$ cat src/rtl/seg_display_if.sv
// Requester handshake bundle for seg_display_ctrl: two level requests with
// their display words and the one-cycle grant pulses returned to them.
interface seg_display_if;
  logic        req_a;
  logic        req_b;
  logic [11:0] val_a;
  logic [11:0] val_b;
  logic        ack_a;
  logic        ack_b;

  modport master (
    output req_a, req_b, val_a, val_b,
    input  ack_a, ack_b
  );

  modport slave (
    input  req_a, req_b, val_a, val_b,
    output ack_a, ack_b
  );
endinterface

$ cat src/rtl/seg_display_ctrl.sv
// Six-digit 7-segment display controller: round-robin grant of two requesters
// with a minimum hold time, plus multiplexed digit scanning.
// Optional macro SEG_ERR_BLINK_EN blinks the display while val_out is in error mode.
module seg_display_ctrl #(
  parameter int unsigned SCAN_DIV   = 16,
  parameter int unsigned HOLD_CYC   = 1024,
  parameter int unsigned BLINK_LOG2 = 12
) (
  input  logic              clk,
  input  logic              rst,
  seg_display_if.slave      req_if,
  output logic [11:0]       val_out,
  input  logic [23:0]       bcd_in,
  output logic [5:0]        digit_en,
  output logic [3:0]        cur_bcd
);

  if (SCAN_DIV < 2 || SCAN_DIV > 65535) begin : g_bad_scan_div
    $error("SCAN_DIV out of range");
  end
  if (HOLD_CYC < 2 || HOLD_CYC > 65535) begin : g_bad_hold_cyc
    $error("HOLD_CYC out of range");
  end
  if (BLINK_LOG2 < 1 || BLINK_LOG2 > 30) begin : g_bad_blink_log2
    $error("BLINK_LOG2 out of range");
  end

  typedef enum logic {IDLE, HOLD} state_t;

  state_t      state_q, state_d;
  logic [15:0] hold_q, hold_d;
  logic        last_b;
  logic        grant_a, grant_b;

  logic [15:0] scan_q;
  logic [2:0]  digit_idx;
  logic [3:0]  sel_code;
  logic        blank_sel;

  // Arbitration: round robin on ties, requests ignored while holding.
  always_comb begin
    state_d = state_q;
    hold_d  = hold_q;
    grant_a = 1'b0;
    grant_b = 1'b0;
    case (state_q)
      IDLE: begin
        if (req_if.req_a && (!req_if.req_b || last_b)) begin
          grant_a = 1'b1;
        end else if (req_if.req_b) begin
          grant_b = 1'b1;
        end
        if (grant_a || grant_b) begin
          state_d = HOLD;
          hold_d  = 16'(HOLD_CYC - 1);
        end
      end
      HOLD: begin
        if (hold_q == 16'd0) begin
          state_d = IDLE;
        end else begin
          hold_d = hold_q - 16'd1;
        end
      end
      default: state_d = IDLE;
    endcase
  end

  always_ff @(posedge clk or posedge rst) begin
    if (rst) begin
      state_q      <= IDLE;
      hold_q       <= 16'd0;
      last_b       <= 1'b1;
      val_out      <= 12'h800;
      req_if.ack_a <= 1'b0;
      req_if.ack_b <= 1'b0;
    end else begin
      state_q      <= state_d;
      hold_q       <= hold_d;
      req_if.ack_a <= grant_a;
      req_if.ack_b <= grant_b;
      if (grant_a) begin
        val_out <= req_if.val_a;
        last_b  <= 1'b0;
      end else if (grant_b) begin
        val_out <= req_if.val_b;
        last_b  <= 1'b1;
      end
    end
  end

  // Digit scan: index advances once per SCAN_DIV cycles.
  always_ff @(posedge clk or posedge rst) begin
    if (rst) begin
      scan_q    <= 16'd0;
      digit_idx <= 3'd0;
    end else if (scan_q == 16'(SCAN_DIV - 1)) begin
      scan_q    <= 16'd0;
      digit_idx <= (digit_idx == 3'd5) ? 3'd0 : digit_idx + 3'd1;
    end else begin
      scan_q <= scan_q + 16'd1;
    end
  end

  assign sel_code = bcd_in[{digit_idx, 2'b00} +: 4];

`ifdef SEG_ERR_BLINK_EN
  logic [BLINK_LOG2:0] blink_q;
  logic                blink_off;

  always_ff @(posedge clk or posedge rst) begin
    if (rst) begin
      blink_q <= '0;
    end else begin
      blink_q <= blink_q + 1'b1;
    end
  end

  // Top bit toggles every 2^BLINK_LOG2 cycles, giving the dark/lit windows.
  assign blink_off = (val_out[11:10] == 2'b11) && blink_q[BLINK_LOG2];
  assign blank_sel = (sel_code == 4'd11) || blink_off;
`else
  assign blank_sel = (sel_code == 4'd11);
`endif

  // Output register: select lines and code lag the index by one cycle.
  always_ff @(posedge clk or posedge rst) begin
    if (rst) begin
      digit_en <= 6'b000000;
      cur_bcd  <= 4'd0;
    end else begin
      digit_en <= blank_sel ? 6'b000000 : (6'b000001 << digit_idx);
      cur_bcd  <= sel_code;
    end
  end

endmodule
$ cat src/flat_wrapper.sv
// flat-port wrapper written by rule: the top's interface ports become plain ports
module seg_display_ctrl_flat 
#(
  parameter int unsigned SCAN_DIV   = 16,
  parameter int unsigned HOLD_CYC   = 1024,
  parameter int unsigned BLINK_LOG2 = 12
)
  (clk, rst, val_out, bcd_in, digit_en, cur_bcd, req_if_req_a, req_if_req_b, req_if_val_a, req_if_val_b, req_if_ack_a, req_if_ack_b);
  seg_display_if req_if_i ();
  input  logic clk;
  input  logic rst;
  output logic [11:0] val_out;
  input  logic [23:0] bcd_in;
  output logic [5:0] digit_en;
  output logic [3:0] cur_bcd;
  input wire logic [$bits(req_if_i.req_a)-1:0] req_if_req_a;
  input wire logic [$bits(req_if_i.req_b)-1:0] req_if_req_b;
  input wire logic [$bits(req_if_i.val_a)-1:0] req_if_val_a;
  input wire logic [$bits(req_if_i.val_b)-1:0] req_if_val_b;
  output wire logic [$bits(req_if_i.ack_a)-1:0] req_if_ack_a;
  output wire logic [$bits(req_if_i.ack_b)-1:0] req_if_ack_b;
  assign req_if_i.req_a = req_if_req_a;
  assign req_if_i.req_b = req_if_req_b;
  assign req_if_i.val_a = req_if_val_a;
  assign req_if_i.val_b = req_if_val_b;
  assign req_if_ack_a = req_if_i.ack_a;
  assign req_if_ack_b = req_if_i.ack_b;
  seg_display_ctrl #(.SCAN_DIV(SCAN_DIV), .HOLD_CYC(HOLD_CYC), .BLINK_LOG2(BLINK_LOG2)) u_core (.clk(clk), .rst(rst), .req_if(req_if_i), .val_out(val_out), .bcd_in(bcd_in), .digit_en(digit_en), .cur_bcd(cur_bcd));
endmodule
$ cat config.mk
export PLATFORM = sky130hd
export DESIGN_NAME = seg_display_ctrl_flat
export DESIGN_NICKNAME = d
export VERILOG_FILES = /design/src/rtl/seg_display_if.sv /design/src/rtl/seg_display_ctrl.sv /design/src/flat_wrapper.sv
export SDC_FILE = /design/constraint.sdc
export NUM_CORES = 1
export LEC_CHECK = 0
export ABC_AREA = 1
export BUFFER_PORTS_ARGS = -buffer_cell sky130_fd_sc_hd__buf_2
export CORE_ASPECT_RATIO = 0.6
export CORE_MARGIN = 1.5
export CORE_UTILIZATION = 54
export CTS_CLUSTER_DIAMETER = 30
export DETAILED_ROUTE_END_ITERATION = 8
export PLACE_DENSITY = 0.78
export SYNTH_ARGS = -nofsm -noshare
export SYNTH_HDL_FRONTEND = slang
export SYNTH_SLANG_ARGS = --single-unit
$ cat constraint.sdc
create_clock -name clk -period 2.2 [get_ports clk]
set_input_delay 0.33 -clock clk [delete_from_list [all_inputs] [get_ports clk]]
set_output_delay 0.33 -clock clk [all_outputs]
set_load 0.02 [all_outputs]
After elaboration in Yosys (flattened, before gate mapping)

Index checks and enable logic that the tools add are counted.

Bits in registers: 61
Latch bits: 0
Memory bits (writable): 0
Memory bits (read-only): 0
Output and inout bits: 24
Word-level logic and storage cells: 48
Memories: 0

Add/subtract/negate cells: 3
$mul: 0
Divide/modulo/power cells: 0
Magnitude comparators: 0
Equal/unequal tests: 5
Shift operators: 2
Muxes and demuxes: 20
Bitwise operators: 1
Reduce and logical (&&, ||, !) cells: 7

Operators with widths:

| operator              | number |
|---|---|
| $mux 16               | 3 |
| $pmux 16 s2           | 1 |
| $mux 12               | 2 |
| $shiftx 24x6->4       | 1 |
| $add 16x1->16 const B | 1 |
| $eq 16x4->1 const B   | 1 |
| $logic_not 16->1      | 1 |
| $sub 16x1->16 const B | 1 |
| $mux 1                | 11 |
| $mux 6                | 1 |
| $shl 1x3->6 const A   | 1 |
| $eq 4x4->1 const B    | 1 |
| $add 3x1->3 const B   | 1 |
| $eq 3x3->1 const B    | 1 |
| $mux 3                | 1 |
| $logic_or 1x1->1      | 2 |
| $ne 2x1->1 const B    | 1 |
| $ne 2x2->1 const B    | 1 |
| $pmux 1 s2            | 1 |
| $reduce_and 2->1      | 1 |
| $reduce_bool 2->1     | 1 |
| $logic_and 1x1->1     | 1 |
| $logic_not 1->1       | 1 |
| $not 1->1             | 1 |

Depth between registers and ports, before layout

Gate-level depths: netlist of the first run.

Depth in word-level cells: 8
Mapped depth: 12
Gate-level depth less buffers: 11

Worst setup path before layout of the first run

No wires, ideal clock.

Path type: register to register
From: register u_core.hold_q[0]
To: register u_core.hold_q[5]
Setup time: 0.123 ns
Data arrival time: 1.374 ns
Required time: 2.077 ns
Slack: 0.703 ns
Stages on the path, launching flop included: 11
Clock period less this slack: 1.497 ns
Cell sequence: dfrtp_1 inv_1 ha_1 nand2_1 nor2_2 nand2_2 nand2_4 nand2_4 buf_6 o21ai_0 nand2_1

Cells in the longest elaborated chain, start to end: 3
Elaborated cells on any way between the ends: 6
Those cells by class: add/sub: 1; eq/ne: 1; mux: 2; reduce/logical: 2

RTL lines:

| item                                              | line                                           | text |
|---|---|---|
| start: declaration                                | seg_display_ctrl.sv:31                         | `logic [15:0] hold_q, hold_d;` |
| start signal: assignment                          | seg_display_ctrl.sv:79                         | `hold_q <= hold_d;` |
| $sub 16x1->16 or $logic_not 16->1 (tied branches) | seg_display_ctrl.sv:62, seg_display_ctrl.sv:59 |  |
| $mux 16 or $ne 2x2->1 (tied branches)             | --                                             |  |
| $pmux 16 s2 or $reduce_and 2->1 (tied branches)   | --                                             |  |

Parallel ways exist; a longest one is shown, timed or not. The select of a mux whose other input is x is not followed.
A chain may end at the register's enable or synchronous reset.

Worst setup path in the final report of the first run

From: register u_core.hold_q[0]
To: register u_core.hold_q[12]

The elaborated chain is that of the path after synthesis.

==> metrics.yaml, run 1 <==
status: "finished clean"
drt_iter0_markers: 193
cellLeakagePower_nw: 2.115
max-clock-path-buffers: 2
fillers: 481
io_buffers: 75
cp-end-kind: "register"
start_kind: "register"
grt_pass1_wl_um: 12370
whs_ns: 0.03127
place_congestion: 0.8841
routed_wl_um: 7163
crit_path_cell_trace: "inv_1 > ha_1 > nand2_1 > nor2_2 > nand2_2 > nand2_4 > nand2_4 > inv_4 > nand2_1 > o21ai_1"
hold_viol_final: 0
post_cts_buffers: 0
drv_cap: 0
synth.area.top_cells: "dfrtp_1, nand2_1, nor2_1"
fmax_mhz: 578.6
setup_viol: 0
wl_per_cell_um: 11.96
synth_edf_count: 0
drtPass1Iterations: 5
utilization_pct: 69.14
ys_ff_latch: 61
tightest_slew_ns: 0.8295
synthesis.nets: 489
setup_ws_ns: 0.4716
cp_data_required_time_ns: 2.47
antenna_found_initial: 0
maxSlewViolCount: 0
fin_skew_ns: 0.009133
antenna_left: 0
drcViolationCount: 0
dr_total_vias: 3000
cts_buffers: 9
netlist.area_leader.share_pct: 45.70
drive_gt1_share_pct: 21.77
p_per_area_nw_per_um2: 646.4
place.detailed.hpwl_um: 5283
critical_path_class: "reg2reg"
peakVddDrop_mv: 0.3414
fin_nets: 569
viasPerCell: 5.008
synthArstFlopShare_pct: 100.0
yosysTopAreaCell: "dfrtp_1"
start_util_pct: 56.92
fp.dieH_um: 62.91
cts.clk_slew.worst_paths_ns: 0.07
track_usage_pct: 24.83
netlist_area_um2: 3231
clock_sinks: 61
synth_common_cells: "nand2_1, dfrtp_1, nor2_1"
period_needed_ns: 1.728
synth_cell_types: 28
yosysMostFrequentCell: "nand2_1"
fin_crit_sh_pct: 78.56
fp.coreArea_um2: 5675
yosysSeqAreaShare_pct: 47.33
r2r_slack_ns: 0.47
ctsResizeCount: 0
syn_inst: 434
slew-limit-headroom_pct: 44.49
cts_htree_levels: 3
ioPinCount: 76
antenna-diode-count: 0
grt_setup_unrepaired: "false"
yosysWarningCount: 0
cts-root-buf: "clkbuf_8"
pre_cts_ws_ns: 0.4971
crit_slowest_cell: "dfrtp_1"
rows: 21
hold_path_class: "in2async"
area.growth.synth_to_final_pct: 21.46
grt_start_max_net_pins: 62
cts_tree: "built"
setup_tns_ns: 0
grt_pass1_vias: 2796
critPathMaxStageDelay_ns: 0.36
die_area_um2: 6471
avgSynthCellArea_um2: 7.444
cts_hold_buf: 0
gr-total-overflow: 0
clk_latency_ns: 0.35
synth_ff_type: "dfrtp_1"
cp_max_fo: 16
die_x_um: 102.9
cp.arrival_ns: 2.00
worst paths after layout:
kind / startpoint / endpoint / depth (start not counted)
worst min register to register: u_core.scan_q[0]$_DFF_PP0_ / u_core.scan_q[0]$_DFF_PP0_ / 1
max in group asynchronous: rst / u_core.last_b$_DFFE_PP1P_ / 3
min in group clk: req_if_val_b[2] / u_core.val_out[2]$_DFFE_PP0P_ / 3
worst max-delay path: u_core.hold_q[0]$_DFFE_PP0P_ / u_core.hold_q[12]$_DFFE_PP0P_ / 10
worst max register to register: u_core.hold_q[0]$_DFFE_PP0P_ / u_core.hold_q[12]$_DFFE_PP0P_ / 10
worst min-delay path: rst / u_core.scan_q[0]$_DFF_PP0_ / 3
sequential cells by signal (all words and copies together), names as in the netlist:
signal and flops:
u_core.cur_bcd 4, u_core.digit_en 6, u_core.digit_idx 3, u_core.hold_q 16, u_core.last_b 1, u_core.req_if.ack_a 1, u_core.req_if.ack_b 1, u_core.scan_q 16
u_core.state_q 1, u_core.val_out 12
layer usage:
layer	part of all wire [%]	routed length, um	vias up	global-route usage (%)
met4	1.1	81	0	7.770
met5	0	0	-	0
met3	8.7	621	13	7.942
met1	50	3550	1338	36.93
met2	41	2910	125	34.35
li1	-	-	1524	-
cells by family (layout without fill, tap and decap cells):
family | count (synthesis) | in the layout | synth area share [%]
and+or+nand+nor | 252 | 252 | 32.96
buffers and inverters | 66 | 151 | 8.791
AOI/OAI and AO/OA | 41 | 41 | 6.778
DFF | 61 | 61 | 47.33
xor gates and xnor gates | 11 | 11 | 2.982
adders and majority gates | 3 | 3 | 1.162
final cells by class:
| class | count | area, um2 | area share, % |
|---|---|---|---|
| clock buffers | 11 | 141.4 | 3.603 |
| clock inverters | 5 | 106.4 | 2.710 |
| inverters | 57 | 219.0 | 5.580 |
| multi-input cells | 307 | 1418 | 36.13 |
| flip-flops and latches | 61 | 1529 | 38.97 |
| well taps | 80 | 100.1 | 2.551 |
| repair buffers | 78 | 410.4 | 10.46 |
through the flow:
stage,power (mW),cells,area [um2]
3_3_place_gp,1.316,583,3676
3_5_place_dp,1.317,583,3676
6_report,2.536,599,3924
5_1_grt,2.619,599,3924
2_1_floorplan,1.238,434,3231
4_1_cts,2.557,599,3924
cell usage in the layout (no fill, tap or decap):
cell        instances
inv_2               6
dfstp_2             2
nor2_4              3
buf_4               2
clkinvlp_4          1
o21ai_0            16
buf_2              75
xor2_1             11
nor2_1             56
o211ai_1            2
inv_1              49
nor2_2              1
clkbuf_1            1
nor3_1              8
nand2_1           135
inv_4               2
o21ai_1            10
nand3_1            39
buf_12              1
dfrtp_1            59
bufinv_16           3
a21oi_1             9
a21oi_2             1
ha_1                3
nand2_2             3
inv_6               1
nand4_1             5
clkbuf_8           10
o31ai_1             1
nand2_4             2
o22ai_1             2
where the power goes:
| part | internal (mW) | total [mW] | switching (mW) |
|---|---|---|---|
| sequential | 1.14 | 1.15 | 0.00806 |
| combinational | 0.0612 | 0.146 | 0.0847 |
| clock | 0.788 | 1.24 | 0.454 |
critical path: cells and delay by family, from the launching register on:
family                     cells  cell delay [ns]
DFF                            1             0.36
buffers and inverters          2             0.28
adders and majority gates      1             0.25
and+or+nand+nor                6             0.69
AOI/OAI and AO/OA              1             0.07
Note: power is estimated with default switching activity, not from simulation.
==> run 2: changes to the inputs <==
==> constraint.sdc (replaced) <==
create_clock -name clk -period 1.6 [get_ports clk]
set_input_delay 0.24 -clock clk [delete_from_list [all_inputs] [get_ports clk]]
set_output_delay 0.24 -clock clk [all_outputs]
set_load 0.02 [all_outputs]
==> run 2 against run 1 <==
Clock power rose by 16%. Routed wire length is 13% higher. Clock skew grew 0.0041 ns. Non-clock buffer count up 16. Final cell count increased by 3.0%. Global-route usage rose by 1.5 points. Hold slack improved by 0.074 ns. Critical path depth down 1. Sequential cell count is the same. First-iteration DRC count up 5.7%. Critical endpoint is now u_core.state_q$_DFF_PP0_. Via count rose by 4.0%. Sequential power rose by 37%.
==> metrics.yaml, run 2 (synthesis gave the netlist of run 1 again) <==
cts.clk_slew.worst_paths_ns: 0.08  # was 0.07 ns
fp.coreArea_um2: 5675  # unchanged
drtPass1Iterations: 5  # unchanged
hold_viol_final: 0  # unchanged
peakVddDrop_mv: 0.4904  # was 0.3414 mV
r2r_slack_ns: 0.06  # was 0.47 ns
antenna-diode-count: 0  # unchanged
cts-root-buf: "clkbuf_8"  # unchanged
cp-end-kind: "register"  # unchanged
crit_slowest_cell: "dfrtp_1"  # unchanged
start_util_pct: 56.92  # unchanged
critPathMaxStageDelay_ns: 0.39  # was 0.36 ns
track_usage_pct: 26.31  # was 24.83%
dr_total_vias: 3119  # was 3000
critical_path_class: "reg2reg"  # unchanged
routed_wl_um: 8109  # was 7163 um
clk_latency_ns: 0.35  # about the same
crit_path_cell_trace: "inv_2 > ha_2 > nand2_2 > nor2_4 > nand2_2 > nand2_4 > buf_12 > nand2_4 > buf_4"  # was inv_1 > ha_1 > nand2_1 > nor2_2 > nand2_2 > nand2_4 > nand2_4 > inv_4 > nand2_1 > o21ai_1
worstRegToRegCells: 9  # was 10
total_power_mw: 3.220  # was 2.536 mW
antenna_left: 0  # unchanged
cp_num_buf_inv: 3  # was 2
fmax_mhz: 651.2  # was 578.6 MHz
cp_data_required_time_ns: 1.84  # was 2.47 ns
grt_start_max_net_pins: 62  # unchanged
cts_htree_levels: 3  # unchanged
period_needed_ns: 1.536  # was 1.728 ns
dp_cells: 589  # was 583
slew-limit-headroom_pct: 76.13  # was 44.49%
pre_cts_ws_ns: -0.1052  # was 0.4971 ns
top_regs: "u_core.hold_q: 16 flops, u_core.scan_q: 16 flops, u_core.val_out: 12 flops"  # unchanged
wl_met3_um: 603  # was 621 um
viasPerCell: 5.055  # was 5.008
cp_max_fo: 7  # was 16
fin_nets: 587  # was 569
grt_pass1_wl_um: 13100  # was 12370 um
status: "finished clean"  # unchanged
min-delay-start: "req_if_val_b[5]"
fin_crit_sh_pct: 95.98  # was 78.56%
place_congestion: 0.8790  # was 0.8841
cts_tree: "built"  # unchanged
routed.top_layer: "met4"  # unchanged
fin_skew_ns: 0.01323  # was 0.009133 ns
cellLeakagePower_nw: 2.199  # was 2.115 nW
max-clock-path-buffers: 2  # unchanged
final_common_cell: "nand2_1"  # unchanged
cp.arrival_ns: 1.77  # was 2.00 ns
clock_sinks: 61  # unchanged
antenna_found_initial: 0  # unchanged
hold_path_class: "in2reg"  # was in2async
setup_ws_ns: 0.06428  # was 0.4716 ns
grt_pass1_vias: 2909  # was 2796
drt_iter0_markers: 204  # was 193
worstReg2RegStart: "u_core.hold_q[1]$_DFFE_PP0P_"  # was u_core.hold_q[0]$_DFFE_PP0P_
fp.dieH_um: 62.91  # unchanged
wirelength_met1_um: 3934  # was 3550 um
gr-total-overflow: 0  # unchanged
whs_path_depth: 3
io_buffers: 75  # unchanged
rows: 21  # unchanged
die_area_um2: 6471  # unchanged
p_per_area_nw_per_um2: 777.7  # was 646.4 nW/um2
maxSlewViolCount: 0  # unchanged
cts_buffers: 9  # unchanged
cp_top_family: "simple AND/OR/NAND/NOR gates"  # unchanged
utilization_pct: 72.95  # was 69.14%
drive_gt1_share_pct: 28.31  # was 21.77%
drv_cap: 0  # unchanged
fin_cells: 617  # was 599
tightest_slew_ns: 0.3568  # was 0.8295 ns
area.growth.synth_to_final_pct: 28.16  # was 21.46%
ioPinCount: 76  # unchanged
crit_cells: 9  # was 10
setup_viol: 0  # unchanged
hold_path_end: "u_core.val_out[5]$_DFFE_PP0P_"
place.detailed.hpwl_um: 5573  # was 5283 um
start_kind: "register"  # unchanged
drcViolationCount: 0  # unchanged
startpoint: "u_core.hold_q[1]$_DFFE_PP0P_"  # was u_core.hold_q[0]$_DFFE_PP0P_
r2r-end: "u_core.state_q$_DFF_PP0_"  # was u_core.hold_q[12]$_DFFE_PP0P_
wl_met2_um: 3471  # was 2910 um
die_x_um: 102.9  # unchanged
layout_common_cells: "nand2_1, buf_2, dfrtp_1, nor2_1, inv_1"  # unchanged
wl_per_cell_um: 13.14  # was 11.96 um
## run 2: power by group
| part | switching, mW | internal, mW | leakage, nW |
|---|---|---|---|
| logic | 0.119 | 0.0866 | 1.37 |
| registers | 0.0116 | 1.57 | 0.735 |
| clock network | 0.664 | 0.772 | 0.0991 |
## run 2: timing repair
action / 4_1_cts / 5_1_grt
endpoints found under the hold margin: 59 / 0
hold buffers: 1 / 0
setup buffers: 0 / 9
gates cloned: 0 / 2
setup endpoints to repair: 16 / 38
pin swaps: 1 / 7
gates resized for setup: 3 / 31
## run 2: metrics by stage
step	hold slack, ns	instance area, um2	setup TNS, ns
2_1_floorplan	0.3515	3234	0
3_3_place_gp	0.3504	3725	0
3_5_place_dp	0.3558	3725	-0.5607
4_1_cts	0.09703	3951	0
5_1_grt	0.1188	4140	-0.1728
6_report	0.1050	4140	0
## run 2: worst max-delay path by stage
stage	to	slack, ns
floorplan	u_core.hold_q[5]$_DFFE_PP0P_	0.10
global placement	u_core.val_out[11]$_DFFE_PP1P_	0.02
detailed placement	u_core.val_out[10]$_DFFE_PP0P_	-0.11
CTS	u_core.scan_q[8]$_DFF_PP0_	0.002
global route	u_core.scan_q[12]$_DFF_PP0_	-0.05
finish	u_core.state_q$_DFF_PP0_	0.06
## run 2: final cells by class
class                   instances  area, um2
clock inverters                 6      71.32
clock buffers                  10      137.6
inverters                      57      240.2
repair inverters                1      8.758
fillers                       461       1535
repair buffers                 94      545.5
multi-input cells             308       1504
flip-flops and latches         61       1533
well taps                      80      100.1
## run 2: metal layers
layer | track usage [%] | up-vias
met2 | 39.49 | 129
met5 | 0 | -
met4 | 6.250 | 0
met1 | 37.37 | 1423
li1 | - | 1558
met3 | 8.166 | 9
## run 2: worst reg2reg max path: stages, from the launching register on
cell     delay (ns)
dfrtp_1        0.39
inv_2          0.08
ha_2           0.19
nand2_2        0.09
nor2_4         0.14
nand2_2        0.08
nand2_4        0.15
buf_12         0.12
nand2_4        0.06
buf_4          0.14
==> run 3: changes to the inputs <==
--- a/config.mk
+++ b/config.mk
@@ -10,6 +10,7 @@
 export CORE_ASPECT_RATIO = 0.6
 export CORE_MARGIN = 1.5
 export CORE_UTILIZATION = 54
+export CTS_BUF_LIST = sky130_fd_sc_hd__clkbuf_16
 export CTS_CLUSTER_DIAMETER = 30
 export DETAILED_ROUTE_END_ITERATION = 8
 export PLACE_DENSITY = 0.78
==> run 3 against run 2 <==
The run now ends with hold timing left. Sequential power is essentially flat. Largest cell class unchanged. Final cell count fell by 1.1%. Hold slack worse by 0.11 ns. Sequential share of layout area down 0.39 points. Non-clock buffer count shrank 7. Sequential cell count unchanged. Critical path depth decreased by 1.
==> metrics.yaml, run 3 (synthesis gave the netlist of run 1 again) <==
status: "finished with violations"  # was finished clean
failed_checks: "hold timing"
fin_crit_sh_pct: 96.87  # was 95.98%
utilization_pct: 73.79  # was 72.95%
cp_max_fo: 7  # unchanged
cp_common_cell: "nand2_4"
cts_htree_levels: 3  # unchanged
clock_sinks: 61  # unchanged
slew-limit-headroom_pct: 71.83  # was 76.13%
whs_ns: -0.001395  # was 0.1050 ns
critical_path_class: "reg2reg"  # unchanged
setup_tns_ns: 0  # unchanged
fin_area_um2: 4188  # was 4140 um2
period_needed_ns: 1.550  # was 1.536 ns
dr_total_vias: 3159  # was 3119
fin_nets: 580  # was 587
cellLeakagePower_nw: 2.209  # was 2.199 nW
cp-end-kind: "register"  # unchanged
drive_gt1_share_pct: 27.55  # was 28.31%
cts_hold_buf: 0  # was 1
grt_pass1_vias: 2940  # was 2909
fmax_mhz: 645.2  # was 651.2 MHz
antenna-diode-count: 0  # unchanged
cts_tree: "built"  # unchanged
gr-total-overflow: 0  # unchanged
cp_top_family: "simple AND/OR/NAND/NOR gates"  # unchanged
critPathMaxStageDelay_ns: 0.45  # was 0.39 ns
cts-root-buf: "clkbuf_16"  # was clkbuf_8
placedInstanceArea_um2: 3725  # unchanged
pre_cts_ws_ns: -0.1052  # unchanged
track_usage_pct: 27.17  # was 26.31%
drt_iter0_markers: 255  # was 204
crit_slowest_cell: "dfrtp_1"  # unchanged
layout_common_cells: "nand2_1, buf_2, dfrtp_1, nor2_1, inv_1"  # unchanged
wl_per_cell_um: 14.03  # was 13.14 um
area.growth.synth_to_final_pct: 29.63  # was 28.16%
maxSlewViolCount: 0  # unchanged
peakVddDrop_mv: 0.5874  # was 0.4904 mV
fp.coreArea_um2: 5675  # unchanged
setup_viol: 0  # unchanged
start_util_pct: 56.92  # unchanged
hold_viol_final: 9  # was 0
final_common_cell: "nand2_1"  # unchanged
grt_start_max_net_pins: 62  # unchanged
p_per_area_nw_per_um2: 887.7  # was 777.7 nW/um2
clk_latency_ns: 0.33  # was 0.35 ns
top_regs: "u_core.hold_q: 16 flops, u_core.scan_q: 16 flops, u_core.val_out: 12 flops"  # unchanged
cp_data_required_time_ns: 1.82  # was 1.84 ns
cts.clk_slew.worst_paths_ns: 0.05  # was 0.08 ns
drcViolationCount: 0  # unchanged
drv_cap: 0  # unchanged
grt_setup_unrepaired: "true"
grt_pass1_wl_um: 13410  # was 13100 um
fp.dieH_um: 62.91  # unchanged
cp.arrival_ns: 1.77  # about the same
place_congestion: 0.8790  # unchanged
ioPinCount: 76  # unchanged
hold_path_class: "in2async"  # was in2reg
crit_path_cell_trace: "nor2_2 > nand2_1 > nor2_4 > nand2_2 > nand2_4 > buf_12 > nand2_4 > buf_4"  # was inv_2 > ha_2 > nand2_2 > nor2_4 > nand2_2 > nand2_4 > buf_12 > nand2_4 > buf_4
start_kind: "register"  # unchanged
cp_num_buf_inv: 2  # was 3
rows: 21  # unchanged
die_x_um: 102.9  # unchanged
max-clock-path-buffers: 2  # unchanged
place.detailed.hpwl_um: 5573  # unchanged
tightest_slew_ns: 0.4211  # was 0.3568 ns
antenna_left: 0  # unchanged
routed_wl_um: 8559  # was 8109 um
die_area_um2: 6471  # unchanged
antenna_found_initial: 0  # unchanged
setup_ws_ns: 0.05012  # was 0.06428 ns
io_buffers: 75  # unchanged
viasPerCell: 5.179  # was 5.055
drtPass1Iterations: 5  # unchanged
cts_buffers: 9  # unchanged
fin_skew_ns: 0.008610  # was 0.01323 ns
## run 3: changes by cell type in the layout (fill, tap and decap cells not counted), moves of 2 or more
cell | before | now
clkbuf_8 | 10 | 0
clkbuf_16 | 0 | 9
buf_4 | 16 | 10
ha_2 | 2 | 0
## run 3: area by class of cell
class | count | area, um2
Clock buffer | 9 | 225.2
Clock inverter | 7 | 75.07
Fill cell | 444 | 1488
Inverter | 57 | 240.2
Multi-Input combinational cell | 308 | 1514
Sequential cell | 61 | 1534
Tap cell | 80 | 100.1
Timing Repair Buffer | 87 | 490.5
Timing Repair inverter | 1 | 8.758
## run 3: layer usage
| metal | part of all wire, % | GRT usage, % | vias up | wire length [um] |
|---|---|---|---|---|
| met5 | 0 | 0 | - | 0 |
| met4 | 2.0 | 8.953 | 0 | 174 |
| met3 | 8.6 | 8.613 | 24 | 734 |
| met2 | 44 | 39.57 | 167 | 3751 |
| met1 | 46 | 38.45 | 1419 | 3899 |
| li1 | - | - | 1549 | - |
## run 3: path summary, 6_finish.rpt
| check | start | endpoint | slack (ns) | cells past startpoint |
|---|---|---|---|---|
| max | u_core.hold_q[7]$_DFFE_PP0P_ | u_core.state_q$_DFF_PP0_ | 0.05 | 8 |
| min | rst | u_core.digit_en[3]$_DFF_PP0_ | -0.001 | 3 |
| max reg2reg | u_core.hold_q[7]$_DFFE_PP0P_ | u_core.state_q$_DFF_PP0_ | 0.05 | 8 |
| min reg2reg | u_core.scan_q[0]$_DFF_PP0_ | u_core.scan_q[0]$_DFF_PP0_ | 0.47 | 1 |
| max in group asynchronous | rst | u_core.val_out[11]$_DFFE_PP1P_ | 1.31 | 3 |
| min in group clk | req_if_val_b[5] | u_core.val_out[5]$_DFFE_PP0P_ | 0.13 | 3 |
## run 3: timing repair
item | in CTS | in global routing
gates resized for setup | 5 | 31
setup buffers | 0 | 3
setup endpoints to repair | 20 | 36
pin swaps | 1 | 7
cloned | 0 | 2
## run 3: power by group
part	leakage [nW]	internal (mW)	switching, mW
Combinational	1.33	0.0850	0.118
Sequential	0.735	1.57	0.0115
Clock	0.140	1.21	0.724
Total	2.21	2.86	0.853
## run 3: through the flow
stage          cells  power [mW]  hold WS (ns)
3_5_place_dp     589       1.812        0.3558
5_1_grt          610       3.843       0.03105
3_3_place_gp     589       1.810        0.3504
2_1_floorplan    434       1.702        0.3515
4_1_cts          605       3.744      0.002618
6_report         610       3.717     -0.001395
## run 3: tightest hold or removal path, delay by kind of cell
family	cells	cell delay, ns
buffers and inverters	3	0.47
